### config.mk
export PLATFORM = sky130hd
export DESIGN_NAME = multi_breath_pwm
export DESIGN_NICKNAME = d
export VERILOG_FILES = /design/src/rtl/multi_breath_pwm_pkg.sv /design/src/rtl/pwm_ramp_ch.sv /design/src/rtl/multi_breath_pwm.sv
export SDC_FILE = /design/constraint.sdc
export NUM_CORES = 1
export LEC_CHECK = 0
export ABC_AREA = 1
export CAP_MARGIN = 20
export CORE_UTILIZATION = 50
export CTS_BUF_LIST = sky130_fd_sc_hd__clkbuf_8 sky130_fd_sc_hd__clkbuf_16
export CTS_CLUSTER_SIZE = 10
export DETAILED_ROUTE_END_ITERATION = 7
export GPL_TIMING_DRIVEN = 0
export PLACE_DENSITY_LB_ADDON = 0.12
export SYNTH_ARGS = -nofsm -noshare
export SYNTH_HDL_FRONTEND = slang
export SYNTH_HIERARCHICAL = 1
export SYNTH_SLANG_ARGS = --single-unit
### constraint.sdc
create_clock -name clk -period 2 [get_ports clk]
set_clock_uncertainty 0.1 [all_clocks]
set_input_delay 0.6 -clock clk [delete_from_list [all_inputs] [get_ports clk]]
set_output_delay 0.6 -clock clk [all_outputs]
set_load 0.03 [all_outputs]
### src/rtl/multi_breath_pwm_pkg.sv
// Shared types and helpers for the multi-channel breathing PWM.
// Channel modes, ramp direction and the per-channel stagger offset.
package multi_breath_pwm_pkg;

    typedef enum logic [1:0] {
        MODE_OFF   = 2'd0,
        MODE_CONST = 2'd1,
        MODE_SAW   = 2'd2,
        MODE_TRI   = 2'd3
    } mode_e;

    typedef enum logic {
        DIR_UP   = 1'b0,
        DIR_DOWN = 1'b1
    } dir_e;

    // Spreads channel compare points evenly over one PWM period.
    function automatic int unsigned stagger_offset(input int unsigned ch,
                                                   input int unsigned num_ch,
                                                   input int unsigned resolution);
        int unsigned levels;
        levels = 32'd1 << resolution;
        return (ch * (levels / num_ch)) % levels;
    endfunction

endpackage

### src/rtl/pwm_ramp_ch.sv
// One PWM channel: shadow config, ramp generator, period-aligned commit
// and registered compare against the (optionally offset) shared counter.
module pwm_ramp_ch
    import multi_breath_pwm_pkg::*;
#(
    parameter int          RESOLUTION = 8,
    parameter int unsigned OFFSET     = 0
) (
    input  logic                  clk,
    input  logic                  rst,
    input  logic                  wr,
    input  logic [1:0]            wr_mode,
    input  logic [RESOLUTION-1:0] wr_duty,
    input  logic                  step,
    input  logic                  boundary,
    input  logic [RESOLUTION-1:0] cnt,
    output logic                  pwm
);

    localparam logic [RESOLUTION-1:0] OFFSET_L = RESOLUTION'(OFFSET);

    mode_e                  shadow_mode_reg;
    logic [RESOLUTION-1:0]  shadow_duty_reg;
    logic [RESOLUTION-1:0]  ramp_reg;
    logic [RESOLUTION-1:0]  ramp_next;
    dir_e                   dir_reg;
    dir_e                   dir_next;
    mode_e                  active_mode_reg;
    logic [RESOLUTION-1:0]  active_duty_reg;
    logic                   pwm_reg;
    logic [RESOLUTION-1:0]  cnt_i;

    assign cnt_i = cnt + OFFSET_L;
    assign pwm   = pwm_reg;

    // A config write overrides a coincident ramp step.
    always_comb begin
        ramp_next = ramp_reg;
        dir_next  = dir_reg;
        if (wr) begin
            ramp_next = wr_duty;
            dir_next  = DIR_UP;
        end else if (step) begin
            case (shadow_mode_reg)
                MODE_SAW: ramp_next = ramp_reg + 1'b1;
                MODE_TRI: begin
                    if (dir_reg == DIR_UP) begin
                        if (ramp_reg == '1) dir_next = DIR_DOWN;
                        else                ramp_next = ramp_reg + 1'b1;
                    end else begin
                        if (ramp_reg == '0) dir_next = DIR_UP;
                        else                ramp_next = ramp_reg - 1'b1;
                    end
                end
                default: ;
            endcase
        end
    end

    always_ff @(posedge clk) begin
        if (rst) begin
            shadow_mode_reg <= MODE_OFF;
            shadow_duty_reg <= '0;
            ramp_reg        <= '0;
            dir_reg         <= DIR_UP;
            active_mode_reg <= MODE_OFF;
            active_duty_reg <= '0;
            pwm_reg         <= 1'b0;
        end else begin
            if (wr) begin
                shadow_mode_reg <= mode_e'(wr_mode);
                shadow_duty_reg <= wr_duty;
            end
            ramp_reg <= ramp_next;
            dir_reg  <= dir_next;
            // Commit sees pre-edge values, so a boundary-cycle write waits a period.
            if (boundary) begin
                active_mode_reg <= shadow_mode_reg;
                case (shadow_mode_reg)
                    MODE_OFF:   active_duty_reg <= '0;
                    MODE_CONST: active_duty_reg <= shadow_duty_reg;
                    default:    active_duty_reg <= ramp_reg;
                endcase
            end
            pwm_reg <= (active_mode_reg != MODE_OFF) && (cnt_i < active_duty_reg);
        end
    end

endmodule

### src/rtl/multi_breath_pwm.sv
// NUM_CH breathing PWM channels sharing prescaler, period counter and ramp timer.
// Define MULTI_BREATH_PWM_STAGGER_EN to phase-offset each channel's compare point.
module multi_breath_pwm
    import multi_breath_pwm_pkg::*;
#(
    parameter int NUM_CH      = 4,
    parameter int RESOLUTION  = 8,
    parameter int DVSR        = 488,
    parameter int GRAD_THRESH = 250_000,
    localparam int CH_W       = (NUM_CH > 1) ? $clog2(NUM_CH) : 1
) (
    input  logic                  clk,
    input  logic                  rst,
    input  logic                  cfg_we,
    input  logic [CH_W-1:0]       cfg_ch,
    input  logic [1:0]            cfg_mode,
    input  logic [RESOLUTION-1:0] cfg_duty,
    output logic [NUM_CH-1:0]     pwm_out,
    output logic                  period_start
);

    localparam int PRESC_W = (DVSR > 1) ? $clog2(DVSR) : 1;
    localparam int GRAD_W  = (GRAD_THRESH > 1) ? $clog2(GRAD_THRESH) : 1;
    localparam logic [CH_W:0] NUM_CH_L = (CH_W + 1)'(NUM_CH);

    logic [PRESC_W-1:0]    presc_reg;
    logic [RESOLUTION-1:0] cnt_reg;
    logic [GRAD_W-1:0]     grad_reg;
    logic                  period_start_reg;
    logic                  tick;
    logic                  boundary;
    logic                  step;
    logic                  cfg_ch_valid;

    assign tick         = (presc_reg == PRESC_W'(DVSR - 1));
    assign boundary     = tick && (cnt_reg == '1);
    assign step         = (grad_reg == GRAD_W'(GRAD_THRESH - 1));
    assign cfg_ch_valid = ({1'b0, cfg_ch} < NUM_CH_L);
    assign period_start = period_start_reg;

    always_ff @(posedge clk) begin
        if (rst) begin
            presc_reg        <= '0;
            cnt_reg          <= '0;
            grad_reg         <= '0;
            period_start_reg <= 1'b0;
        end else begin
            presc_reg        <= tick ? '0 : presc_reg + 1'b1;
            grad_reg         <= step ? '0 : grad_reg + 1'b1;
            period_start_reg <= boundary;
            if (tick) cnt_reg <= cnt_reg + 1'b1;
        end
    end

    genvar gi;
    generate
        for (gi = 0; gi < NUM_CH; gi++) begin : g_ch
`ifdef MULTI_BREATH_PWM_STAGGER_EN
            localparam int unsigned OFFSET = stagger_offset(gi, NUM_CH, RESOLUTION);
`else
            localparam int unsigned OFFSET = 0;
`endif
            logic ch_we;
            assign ch_we = cfg_we && cfg_ch_valid && (cfg_ch == CH_W'(gi));

            pwm_ramp_ch #(
                .RESOLUTION (RESOLUTION),
                .OFFSET     (OFFSET)
            ) u_ch (
                .clk      (clk),
                .rst      (rst),
                .wr       (ch_we),
                .wr_mode  (cfg_mode),
                .wr_duty  (cfg_duty),
                .step     (step),
                .boundary (boundary),
                .cnt      (cnt_reg),
                .pwm      (pwm_out[gi])
            );
        end
    endgenerate

endmodule

**Yosys cells after proc, flatten, opt, wreduce, memory -nomap -nowiden**

Index checks and enable logic that the tools add are counted.

- Flip-flop bits (word level): 156
- Input port bits: 15
- Output and inout port bits: 5
- Word-level logic and storage cells: 161

- Add/subtract/negate cells: 11
- $lt $le $gt $ge: 4
- Equality and inequality tests: 30
- Mux-type cells: 40
- Reduce and logical (&&, ||, !) cells: 44

Operators with widths:

| operator | number |
|---|---|
| 2-to-1 mux 8 bit | 20 |
| case mux 8 bit (2 select lines) | 8 |
| adder 8 x 1 -> 8 bit (second input constant) | 5 |
| equality test 8 bit (second input constant) | 5 |
| logical NOT 8 bit | 4 |
| less-than comparator 8 bit | 4 |
| subtractor 8 x 1 -> 8 bit (second input constant) | 4 |
| equality test 2 bit (second input constant) | 10 |
| adder 18 x 1 -> 18 bit (second input constant) | 1 |
| equality test 18 bit (second input constant) | 1 |
| inequality test 4 x 3 -> 1 bit (second input constant) | 4 |
| inequality test 4 bit (second input constant) | 4 |
| AND reduction 4 bit | 4 |
| nonzero test 2 bit | 8 |
| 2-to-1 mux 1 bit | 12 |
| nonzero test 3 bit | 4 |
| OR reduction 2 bit | 6 |
| equality test 2 x 1 -> 1 bit (second input constant) | 5 |
| logical NOT 2 bit | 5 |
| adder 9 x 1 -> 9 bit (second input constant) | 1 |
| equality test 9 bit (second input constant) | 1 |
| logical AND 1 bit | 9 |
| AND reduction 2 bit | 4 |

**Logic depth before layout (Yosys ltp)**

- Depth after elaboration: 6
- Mapped depth: 12
- Mapped depth without buffers: 12

**Cells and area by module**

Netlist, hierarchy kept.

By module, submodules not included:

| module | instances | cells each | area an instance (um2) |
|---|---|---|---|
| pwm_ramp_ch | 4 | 267 | 1,851.8 |
| multi_breath_pwm | 1 | 279 | 1,854.3 |

**Worst setup path after synthesis**

No wires, ideal clock.

- Kind: register to register
- Start point: register grad_reg[0]
- End point: register g_ch[0].u_ch.ramp_reg[7]
- Setup time: 114 ps
- Arrival: 1,931 ps
- Slack: -144 ps
- Stages on the path, launching flop included: 13
- Period minus slack after synthesis: 2,144 ps
- Cells stage by stage: dfxtp_1 -> ha_1 -> nand2_2 -> nor2_4 -> nand2_2 -> nor4_1 -> nand2_1 -> inv_1 -> nand3_4 -> nand2_4 -> nand2_1 -> nor2_1 -> nor2_2

- Word-level cells in the longest chain between the ends: 3

Ends and longest elaborated chain:

| element | line | RTL |
|---|---|---|
| start: declaration | multi_breath_pwm.sv:28 | `logic [GRAD_W-1:0] grad_reg;` |
| start signal: assignment | multi_breath_pwm.sv:49 | `grad_reg <= step ? '0 : grad_reg + 1'b1;` |
| equality test 18 bit | multi_breath_pwm.sv:37 | `assign step = (grad_reg == GRAD_W'(GRAD_THRESH - 1));` |
| named net step | multi_breath_pwm.sv:32 | `logic step;` |
| nonzero test 2 bit (no line) | - |  |
| AND reduction 4 bit (no line) | - |  |
| end signal: assignment | pwm_ramp_ch.sv:74 | `ramp_reg <= ramp_next;` |
| end: declaration | pwm_ramp_ch.sv:24 | `logic [RESOLUTION-1:0] ramp_reg;` |

The timed path passes the listed nets, and every way through them passes these cells.
A chain may end at the register's enable or synchronous reset.

**Final worst setup path**

Ends and elaborated chain as after synthesis.

==> flow_summary.json <==
{
  "ioPinCount": 20,
  "placement_rows": 49,
  "grt_use_met3": 0.0443,
  "worstMarginPinSlew_ns": 0.745,
  "power.density_nw_per_um2": 627,
  "dpl.cell_count": 1596,
  "worst_hold_path_type": "reg2reg",
  "antennaDiodeCount": 0,
  "placement.setup.worst_slack_ns": -0.770,
  "crit_end_category": "flip-flop",
  "nets": 1487,
  "static-leakage-power_uw": 0.00472,
  "slowest_stage": "sky130_fd_sc_hd__dfxtp_2",
  "tritoncts": "done",
  "cts-hold-fix-buffers": 0,
  "detailroute.via_count": 9040,
  "path_cells": "ha_4 -> nand2_4 -> nor2_4 -> nand2_4 -> nor4_4 -> buf_12 -> nand2_2 -> inv_2 -> nand3_4 -> nand2_4 -> nand2_2 -> nor2_2 -> nor2_2",
  "grt_start_max_net_pins": 18,
  "grt_antenna_before_repair": 0,
  "critical_path_arrival_ns": 2.29,
  "crit_path_start_kind": "flip-flop",
  "synth_largest_area_cell": "sky130_fd_sc_hd__dfxtp_1",
  "max_freq_ghz": 0.484,
  "wire_length_of_the_first_global_routing_pass_mm": 40.7,
  "hold_viol": 0,
  "gr-usage-all-layers": 0.262,
  "synth_ff_type": "sky130_fd_sc_hd__dfxtp_1",
  "mapped_area_sq_um": 9260,
  "area_of_combinational_cells_with_multiple_inputs_sq_um": 5600,
  "vias_in_the_first_global_route": 8368,
  "synth_async_reset_ratio": 0,
  "drv_slew": 0,
  "fin_ws_ns": -0.0642,
  "port_buffers": 19,
  "grt_overflow": 0,
  "drt_wl_total_mm": 25.1,
  "hpwl_mm": 17.5,
  "synth_area_leaders": "sky130_fd_sc_hd__dfxtp_1, sky130_fd_sc_hd__nand2_1, sky130_fd_sc_hd__nand3_1",
  "htree_num_levels": 4,
  "min_period_over_period": 1.03,
  "status": "complete, but fails checks",
  "avgSynthCellArea_sq_um": 6.88,
  "max_stage_delay_ns": 0.35,
  "syn_nets": 1405,
  "total_cts_buffers": 17,
  "drt_drc_violations_left": 2,
  "detail_route.iter0.violations": 604,
  "gr-usage-met2": 0.431,
  "ff_latch_area_sq_um": 3140,
  "worst-setup-path-type": "reg2reg",
  "grt_setup_unrepaired": "true",
  "synthesis.instances": 1347,
  "fin_tns_setup_ns": -0.407,
  "clock_insertion_delay_worst_skew_ns": 0.43,
  "pre_antenna_drt_iters": 7,
  "gr-max-usage-layer": "met2",
  "clkTransAtPathRegs_ns": 0.07,
  "worstPathMaxFanout": 7,
  "design.core.area_sq_um": 18100,
  "die_area_sq_um": 19100,
  "max_slew_margin": 0.501,
  "cap_violations": 0,
  "setup_viol": 20,
  "synth-warning-count": 6,
  "globalplace.congestion": 0.892,
  "period_minus_slack_ns": 2.06,
  "peak_supply_drop_mv": 0.543,
  "cts_max_path_buffers": 2,
  "avgViaCountPerCell": 5.41,
  "global_route.usage.met1": 0.349,
  "yosys.area.top_type_share": 0.337,
  "antenna_violating_nets_post_route": 0,
  "failed_checks": "design-rule violations, negative setup slack",
  "synth_sequential_area_ratio": 0.337,
  "initial_core_util": 0.512,
  "cts.root.buffer_cell": "sky130_fd_sc_hd__clkbuf_16",
  "filler_cell_count": 1631,
  "layout_overhead_on_the_synthesized_area_pct": 22.6,
  "floorplan.die.width_um": 138,
  "path_common_cell": "sky130_fd_sc_hd__nand2_4",
  "drive_above_1_share": 0.201,
  "netlist-cell-type-count": 33,
  "synthesized_flop_and_latch_total": 156,
  "cp_data_required_time_ns": 2.23,
  "detail_route.wl_per_cell_um": 15.0,
  "synth-edff-count": 0,
  "instances_no_fill": 1671,
  "die_height_um": 138,
  "clock_sinks": 156
}
-- area by class of cell --
cell class              instances  area share
flip-flops and latches        156       0.277
repair inverters                1    0.000661
repair buffers                 62      0.0594
inverters                     154      0.0577
clock buffers                  20      0.0411
multi-input cells            1000       0.493
well taps                     229      0.0252
clock inverters                12      0.0142
plain buffers                  37      0.0320
-- placed cells by master (no fill, tap or decap), types with 7 or more instances in the layout --
master	count
sky130_fd_sc_hd__nand2_1	324
sky130_fd_sc_hd__dfxtp_1	145
sky130_fd_sc_hd__nor2_1	137
sky130_fd_sc_hd__nand3_1	130
sky130_fd_sc_hd__inv_1	119
sky130_fd_sc_hd__a21oi_1	78
sky130_fd_sc_hd__o21ai_0	51
sky130_fd_sc_hd__ha_1	40
sky130_fd_sc_hd__nand3_2	33
sky130_fd_sc_hd__a31oi_1	32
sky130_fd_sc_hd__buf_4	28
sky130_fd_sc_hd__nor2_2	24
sky130_fd_sc_hd__nand4_1	24
sky130_fd_sc_hd__nand2_2	21
sky130_fd_sc_hd__clkbuf_16	21
sky130_fd_sc_hd__buf_6	21
sky130_fd_sc_hd__nand2_4	19
sky130_fd_sc_hd__inv_2	17
sky130_fd_sc_hd__xor2_1	16
sky130_fd_sc_hd__clkinv_4	13
sky130_fd_sc_hd__a21oi_2	12
sky130_fd_sc_hd__clkdlybuf4s50_1	11
sky130_fd_sc_hd__dfxtp_2	8
sky130_fd_sc_hd__nand3_4	8
sky130_fd_sc_hd__o21bai_1	7
-- power by group --
group / leakage [uW] / switching [uW] / internal, uW
combinational: 0.00315 / 318 / 181
sequential: 0.00127 / 67.0 / 3160
clock: 0.000311 / 1310 / 2080
total: 0.00472 / 1700 / 5420
-- worst max-delay path: cells and delay by family (launching register included) --
family	cells	cell delay, ns
AND/OR/NAND/NOR	10	1.07
adder cells (fa/ha/maj)	1	0.16
flip-flops	1	0.35
buffers and inverters	2	0.28
-- synthesized netlist by cell type (6+ instances only) --
cell                       number
sky130_fd_sc_hd__o21ai_0       53
sky130_fd_sc_hd__buf_6         16
sky130_fd_sc_hd__ha_1          43
sky130_fd_sc_hd__nand2_1      346
sky130_fd_sc_hd__nor3_1         9
sky130_fd_sc_hd__clkinv_4       8
sky130_fd_sc_hd__nand3_1      158
sky130_fd_sc_hd__nand4_1       24
sky130_fd_sc_hd__dfxtp_1      156
sky130_fd_sc_hd__xor2_1        16
sky130_fd_sc_hd__nand2_4       13
sky130_fd_sc_hd__nand3_4        8
sky130_fd_sc_hd__clkbuf_1      12
sky130_fd_sc_hd__nor2_2        17
sky130_fd_sc_hd__a31oi_1       32
sky130_fd_sc_hd__a21oi_1       90
sky130_fd_sc_hd__o21bai_1       7
sky130_fd_sc_hd__nand2_2        6
sky130_fd_sc_hd__inv_2          9
sky130_fd_sc_hd__inv_1        132
sky130_fd_sc_hd__nor2_1       145
-- layer usage --
metal | vias to the layer above | share of wire
li1 | 4599 | -
met1 | 4167 | 0.46
met2 | 240 | 0.47
met3 | 34 | 0.050
met4 | 0 | 0.022
met5 | - | 0
-- final timing paths --
| check | from | to | slack [ns] | cells after the start |
|---|---|---|---|---|
| hold / removal | g_ch[3].u_ch/shadow_duty_reg[4]$_SDFFE_PP0P_ | g_ch[3].u_ch/shadow_duty_reg[4]$_SDFFE_PP0P_ | 0.36 | 2 |
| setup / recovery | grad_reg[0]$_SDFF_PP0_ | g_ch[0].u_ch/ramp_reg[7]$_SDFFE_PP0P_ | -0.06 | 13 |
| hold reg to reg | g_ch[3].u_ch/shadow_duty_reg[4]$_SDFFE_PP0P_ | g_ch[3].u_ch/shadow_duty_reg[4]$_SDFFE_PP0P_ | 0.36 | 2 |
| setup reg to reg | grad_reg[0]$_SDFF_PP0_ | g_ch[0].u_ch/ramp_reg[7]$_SDFFE_PP0P_ | -0.06 | 13 |
-- per-stage QoR --
stage,utilization,cell area [sq um],total power (uW),hold WS [ns]
finish,0.628,11400,7120,0.360
global placement,0.539,9750,3710,0.344
floorplan,-,9280,3550,0.330
CTS,0.595,10800,7120,0.334
global route,0.628,11400,7370,0.378
detailed placement,0.541,9780,3720,0.352
-- kinds of logic (layout without fill, tap and decap cells) --
family / Yosys count / count (layout) / share of synthesized area
compound gates: 190 / 190 / 0.112
xor+xnor: 17 / 17 / 0.0161
fa+ha+maj: 43 / 43 / 0.0581
buf+inv: 191 / 286 / 0.101
flops: 156 / 156 / 0.337
simple gates: 750 / 750 / 0.376
-- timing repair --
item | 4_1_cts | 5_1_grt
gates resized for setup | 57 | 118
buffers inserted | 23 | 15
gates cloned | 0 | 5
pin swaps | 19 | 47
endpoints found under the setup margin | 139 | 111
Power figures use the tool's default switching activity.
